File: src/rtl/microcode_sequencer.sv
// microcode_sequencer: fetches opcode bytes (with CB prefix page) and steps microcode addresses until retire, halt or error
module microcode_sequencer #(
  parameter int         OPCODE_TABLE_SIZE = 435,
  parameter int         MAX_STEPS         = 15,
  parameter logic [7:0] HALT_OPCODE       = 8'h76
) (
  input  logic       clk,
  input  logic       rst,
  input  logic [7:0] instr_byte,
  input  logic       instr_valid,
  output logic       instr_ready,
  input  logic       uop_last,
  input  logic [8:0] uop_next,
  input  logic       stall,
  input  logic       irq_req,
  output logic [8:0] opcode,
  output logic       uop_valid,
  output logic       cb_active,
  output logic [3:0] step_count,
  output logic       instr_done,
  output logic       halted,
  output logic       seq_error
);
  typedef enum logic [1:0] {S_FETCH, S_PREFIX, S_EXEC, S_HALT} state_t;
  localparam logic [9:0] LP_TBL  = 10'(OPCODE_TABLE_SIZE);
  localparam logic [4:0] LP_MAX  = 5'(MAX_STEPS);
  localparam logic [8:0] LP_HALT = {1'b0, HALT_OPCODE};
  state_t     r_state, w_state_nxt;
  logic [8:0] r_opcode;
  logic [3:0] r_step;
  logic       r_done, r_err;
  logic       w_accept, w_load, w_adv, w_retire, w_bad, w_fault, w_step;
  always_comb begin
    w_accept = instr_valid && instr_ready;
    w_load   = w_accept && !(r_state == S_FETCH && instr_byte == 8'hCB);
    w_adv    = r_state == S_EXEC && !stall;
    w_retire = w_adv && uop_last;
    // the step limit is checked with >= so the counter can never wrap
    w_bad    = ({1'b0, uop_next} >= LP_TBL) || ({1'b0, r_step} >= LP_MAX);
    w_fault  = w_adv && !uop_last && w_bad;
    w_step   = w_adv && !uop_last && !w_bad;
  end
  always_ff @(posedge clk)
    r_state <= rst ? S_FETCH : w_state_nxt;
  always_comb begin
    w_state_nxt = r_state;
    case (r_state)
      S_FETCH:  w_state_nxt = !w_accept ? S_FETCH : instr_byte == 8'hCB ? S_PREFIX : S_EXEC;
      S_PREFIX: w_state_nxt = w_accept ? S_EXEC : S_PREFIX;
      S_EXEC:   w_state_nxt = w_retire ? (r_opcode == LP_HALT ? S_HALT : S_FETCH) : w_fault ? S_FETCH : S_EXEC;
      S_HALT:   w_state_nxt = irq_req ? S_FETCH : S_HALT;
      default:  w_state_nxt = S_FETCH;
    endcase
  end
  always_comb begin
    instr_ready = r_state == S_FETCH || r_state == S_PREFIX;
    uop_valid   = r_state == S_EXEC;
    cb_active   = r_state == S_PREFIX;
    halted      = r_state == S_HALT;
  end
  always_ff @(posedge clk) begin
    if (rst) begin
      r_opcode <= '0;
      r_step   <= '0;
      r_done   <= 1'b0;
      r_err    <= 1'b0;
    end else begin
      r_done <= w_retire;
      r_err  <= r_err || w_fault;
      if (w_load) begin
        r_opcode <= {r_state == S_PREFIX, instr_byte};
        r_step   <= '0;
      end else if (w_step) begin
        r_opcode <= uop_next;
        r_step   <= r_step + 4'd1;
      end
    end
  end
  assign opcode     = r_opcode;
  assign step_count = r_step;
  assign instr_done = r_done;
  assign seq_error  = r_err;
endmodule
File: config.mk
export PLATFORM = sky130hd
export DESIGN_NAME = microcode_sequencer
export DESIGN_NICKNAME = d
export VERILOG_FILES = /design/src/rtl/microcode_sequencer.sv
export SDC_FILE = /design/constraint.sdc
export NUM_CORES = 1
export LEC_CHECK = 0
export ABC_CLOCK_PERIOD_IN_PS = 2340
export BUFFER_PORTS_ARGS = -buffer_cell sky130_fd_sc_hd__buf_2
export CAP_MARGIN = 20
export CORE_ASPECT_RATIO = 1.1
export CORE_UTILIZATION = 49
export CTS_CLUSTER_DIAMETER = 30
export DETAILED_ROUTE_END_ITERATION = 10
export HOLD_SLACK_MARGIN = 0.1
export PLACE_DENSITY_LB_ADDON = 0.05
export SYNTH_ARGS = -nofsm -noshare
export SYNTH_HDL_FRONTEND = slang
export SYNTH_SLANG_ARGS = --single-unit
File: constraint.sdc
create_clock -name clk -period 2.34 [get_ports clk]
set_input_delay 0.468 -clock clk [delete_from_list [all_inputs] [get_ports clk]]
set_output_delay 0.468 -clock clk [all_outputs]
set_load 0.02 [all_outputs]
==> results_dict.tcl <==
set metrics [dict create \
    stdcell_count 159 \
    core-area_mm2 0.001802 \
    rows 16 \
    r2r_slack_ps 420 \
    fmax_mhz 520.2 \
    synth_largest_area_cell "dfxtp_1" \
    power_frac_clock_pct 27.5 \
    grt_max_degree 17 \
    swShare_pct 30.78 \
    clk_pin_slew_ps 110 \
    post_cts_buffers 0 \
    hp-class "in -> reg" \
    crit_start "r_state[0]$_SDFF_PP0_" \
    start_kind "register" \
    p_sw_mw 0.1894 \
    synthAdderAreaFrac_pct 1.323 \
    viasPerCell 5.698 \
    yosys_warnings 0 \
    power_mw 0.6152 \
    p_int_mw 0.4258 \
    crit_chain "nor4b_4 -> o2111ai_4 -> or3_1 -> a21oi_1" \
    port_buffers 41 \
    drc 0 \
    avgSynthCellArea_um2 9.555 \
    utilization_pct 66.04 \
    yosys-top-cells-area "dfxtp_1, mux2i_1, a211oi_1" \
    setup_viol 0 \
    drv_cap 0 \
    postRouteWirelength_um 2188 \
    status "finished, final reports clean" \
    io_pins 42 \
    gp_congestion 0.7931 \
    p_comb_share_pct 21.1 \
    cp_max_fo 16 \
    ys_types 39 \
    min_to "opcode[4]$_SDFFE_PP0P_" \
    fin_nets 166 \
    synth_xor_area_share_pct 0.9259 \
    h-tree-depth 1 \
    regToRegStartpoint "r_state[0]$_SDFF_PP0_" \
    routed-via-count 906 \
    dieHeight_um 48.08 \
    worst-r2r-cell-count 4 \
    worst_path_max_delay_cell "dfxtp_1" \
    rsz0062_at_grt "false" \
    ctsResizeCount 0 \
    whs_path_depth 3 \
    critical_path_class "reg -> reg" \
    yosys.area_share.simple_pct 24.60 \
    syn_to_final_growth_pct 25.79 \
    diodes 0 \
    crit_required_ps 2590 \
    maxSlewHeadroom_pct 60.00 \
    first_iter_violations 19 \
    synth_compound_area_share_pct 23.41 \
    cts_made_buffers 3 \
    cts.sinks 17 \
    syn-num-nets 123 \
    grt_pass1_wl_um 3498 \
    antenna_found_initial 0 \
    ys_seq_elements 17 \
    cts_root_buffer "clkbuf_4" \
    cts_buffer_depth 2 \
    syn-cell-area_um2 945.9 \
    drt_first_pass_iters 6 \
    grt.overflow.total 0 \
    ant_nets 0 \
    p_seq_share_pct 51.4 \
    fin_tns_setup_ps 0 \
    ys_seq_area_share_pct 35.98 \
    hold_viol 0 \
    synthMuxAreaShare_pct 9.524 \
    ir_worst_vdd_mv 0.4322 \
    dpl.hpwl_um 1667 \
    first_global_vias 757 \
    final.min_clock_period_ps 1922 \
    postCtsHoldBufs 0 \
    start_util_pct 52.50 \
    synth_top_family_by_area "simple AND/OR/NAND/NOR gates" \
    fin_skew_ps 8.383 \
    maxSlewViolCount 0 \
    worst_pin_slew_ps 599.8 \
    worstPathArrival_ps 2170 \
    reg2reg_to "step_count[3]$_SDFFE_PP0P_" \
    drive_above_1_share_pct 36.88 \
    track_usage_pct 23.12 \
    die_x_um 43.89 \
    cts_tree "done" \
    wl_per_cell_um 13.76 \
    powerDensity_mw_per_mm2 517.0 \
    critPathMaxStageDelay_ps 450 \
    post-place-cells 155 \
    cellLeakagePower_nw 0.5519 \
    insertion_delay_ps 300 \
    fin_crit_sh_pct 82.14 \
    postSynthCellCount 99 \
    synth_top_area_share_pct 35.98 \
    crit_path_end_kind "register" \
    hold_start "instr_byte[4]" \
    dieArea_mm2 0.002110 \
]
==> cell usage in the layout, fill, tap and decap left out, types with 2 or more instances in the layout <==
cell type	count
a211oi_1	9
a21oi_1	3
dfxtp_1	17
nand4bb_1	2
mux2i_1	9
nand3_1	4
clkbuf_4	3
nand2b_1	4
buf_2	41
inv_1	3
nand2_1	2
or3_1	3
o21ai_1	2
nor2_1	12
buf_4	2
==> per-stage QoR <==
stage | cell area, µm² | hold slack (ps) | setup slack [ps]
global route | 1190 | 431.8 | 277.7
floorplan | 945.9 | 535.9 | 701.2
finish | 1190 | 440.0 | 417.8
detailed placement | 1160 | 448.6 | 325.3
CTS | 1190 | 437.4 | 410.0
global placement | 1160 | 459.3 | 373.9
==> registers in the layout, summed over array words and instances (netlist names) <==
register / flops
seq_error: 1
opcode: 9
step_count: 4
instr_done: 1
r_state: 2
==> per-layer routing <==
metal,vias up,routed length (µm),GRT usage (%)
met4,0,54,14.55
met1,416,1092,31.46
met3,4,78,3.396
li1,460,-,-
met5,-,0,0
met2,26,962,34.63
==> logic make-up (layout without fill, tap and decap cells) <==
logic type | count (synthesis) | in the layout
AND/OR/NAND/NOR | 38 | 38
AO/OA/AOI/OAI | 25 | 25
flip-flops | 17 | 17
multiplexers | 9 | 9
buffers and inverters | 8 | 50
adder cells (fa/ha/maj) | 1 | 1
XOR/XNOR | 1 | 1
==> synth_stat cells (all sizes together) <==
master	instances
nor4bb	1
ha	1
a221oi	1
or3	3
nand2b	4
a21oi	3
o21ai	2
o21bai	1
buf	3
and3	1
nor2	12
and2b	1
o311ai	1
or2	1
nand4b	1
a2111o	1
nand3	4
a311oi	2
nor2b	1
and2	1
o31a	1
nor3	1
dfxtp	17
a211oi	10
nor4b	1
xor2	1
o2111ai	1
a31oi	1
nand2	2
nand3b	1
nand4bb	2
mux2i	9
clkbuf	2
inv	3
o211ai	1
nand4	1
==> worst max-delay path, delay by kind of cell, from the launching register on <==
kind	cells	cell delay, ps
and+or+nand+nor	2	900
AOI/OAI and AO/OA	2	530
DFF	1	450
==> layout make-up <==
cell class | count | area, µm²
Clock buffer | 3 | 22.52
Clock inverter | 1 | 7.507
Tap cell | 18 | 22.52
Fill cell | 166 | 611.8
Inverter | 3 | 11.26
Timing Repair Buffer | 43 | 220.2
Multi-Input combinational cell | 74 | 565.5
Sequential cell | 17 | 340.3
==> worst max path at each step <==
stage / end / depth (start not counted) / slack, ps
finish: step_count[3]$_SDFFE_PP0P_ / 4 / 420
floorplan: r_state[1]$_SDFF_PP0_ / 4 / 700
global placement: step_count[3]$_SDFFE_PP0P_ / 5 / 370
CTS: step_count[3]$_SDFFE_PP0P_ / 4 / 410
detailed placement: step_count[3]$_SDFFE_PP0P_ / 5 / 330
global route: step_count[3]$_SDFFE_PP0P_ / 4 / 280
==> power by group through the flow <==
stage / Sequential, mW / Clock [mW] / Combinational [mW]
floorplan: 0.339 / 0 / 0.0595
global placement: 0.322 / 0 / 0.128
global route: 0.319 / 0.192 / 0.143
detailed placement: 0.323 / 0 / 0.130
CTS: 0.316 / 0.174 / 0.130
finish: 0.316 / 0.169 / 0.130
(Power assumes the default switching activity.)
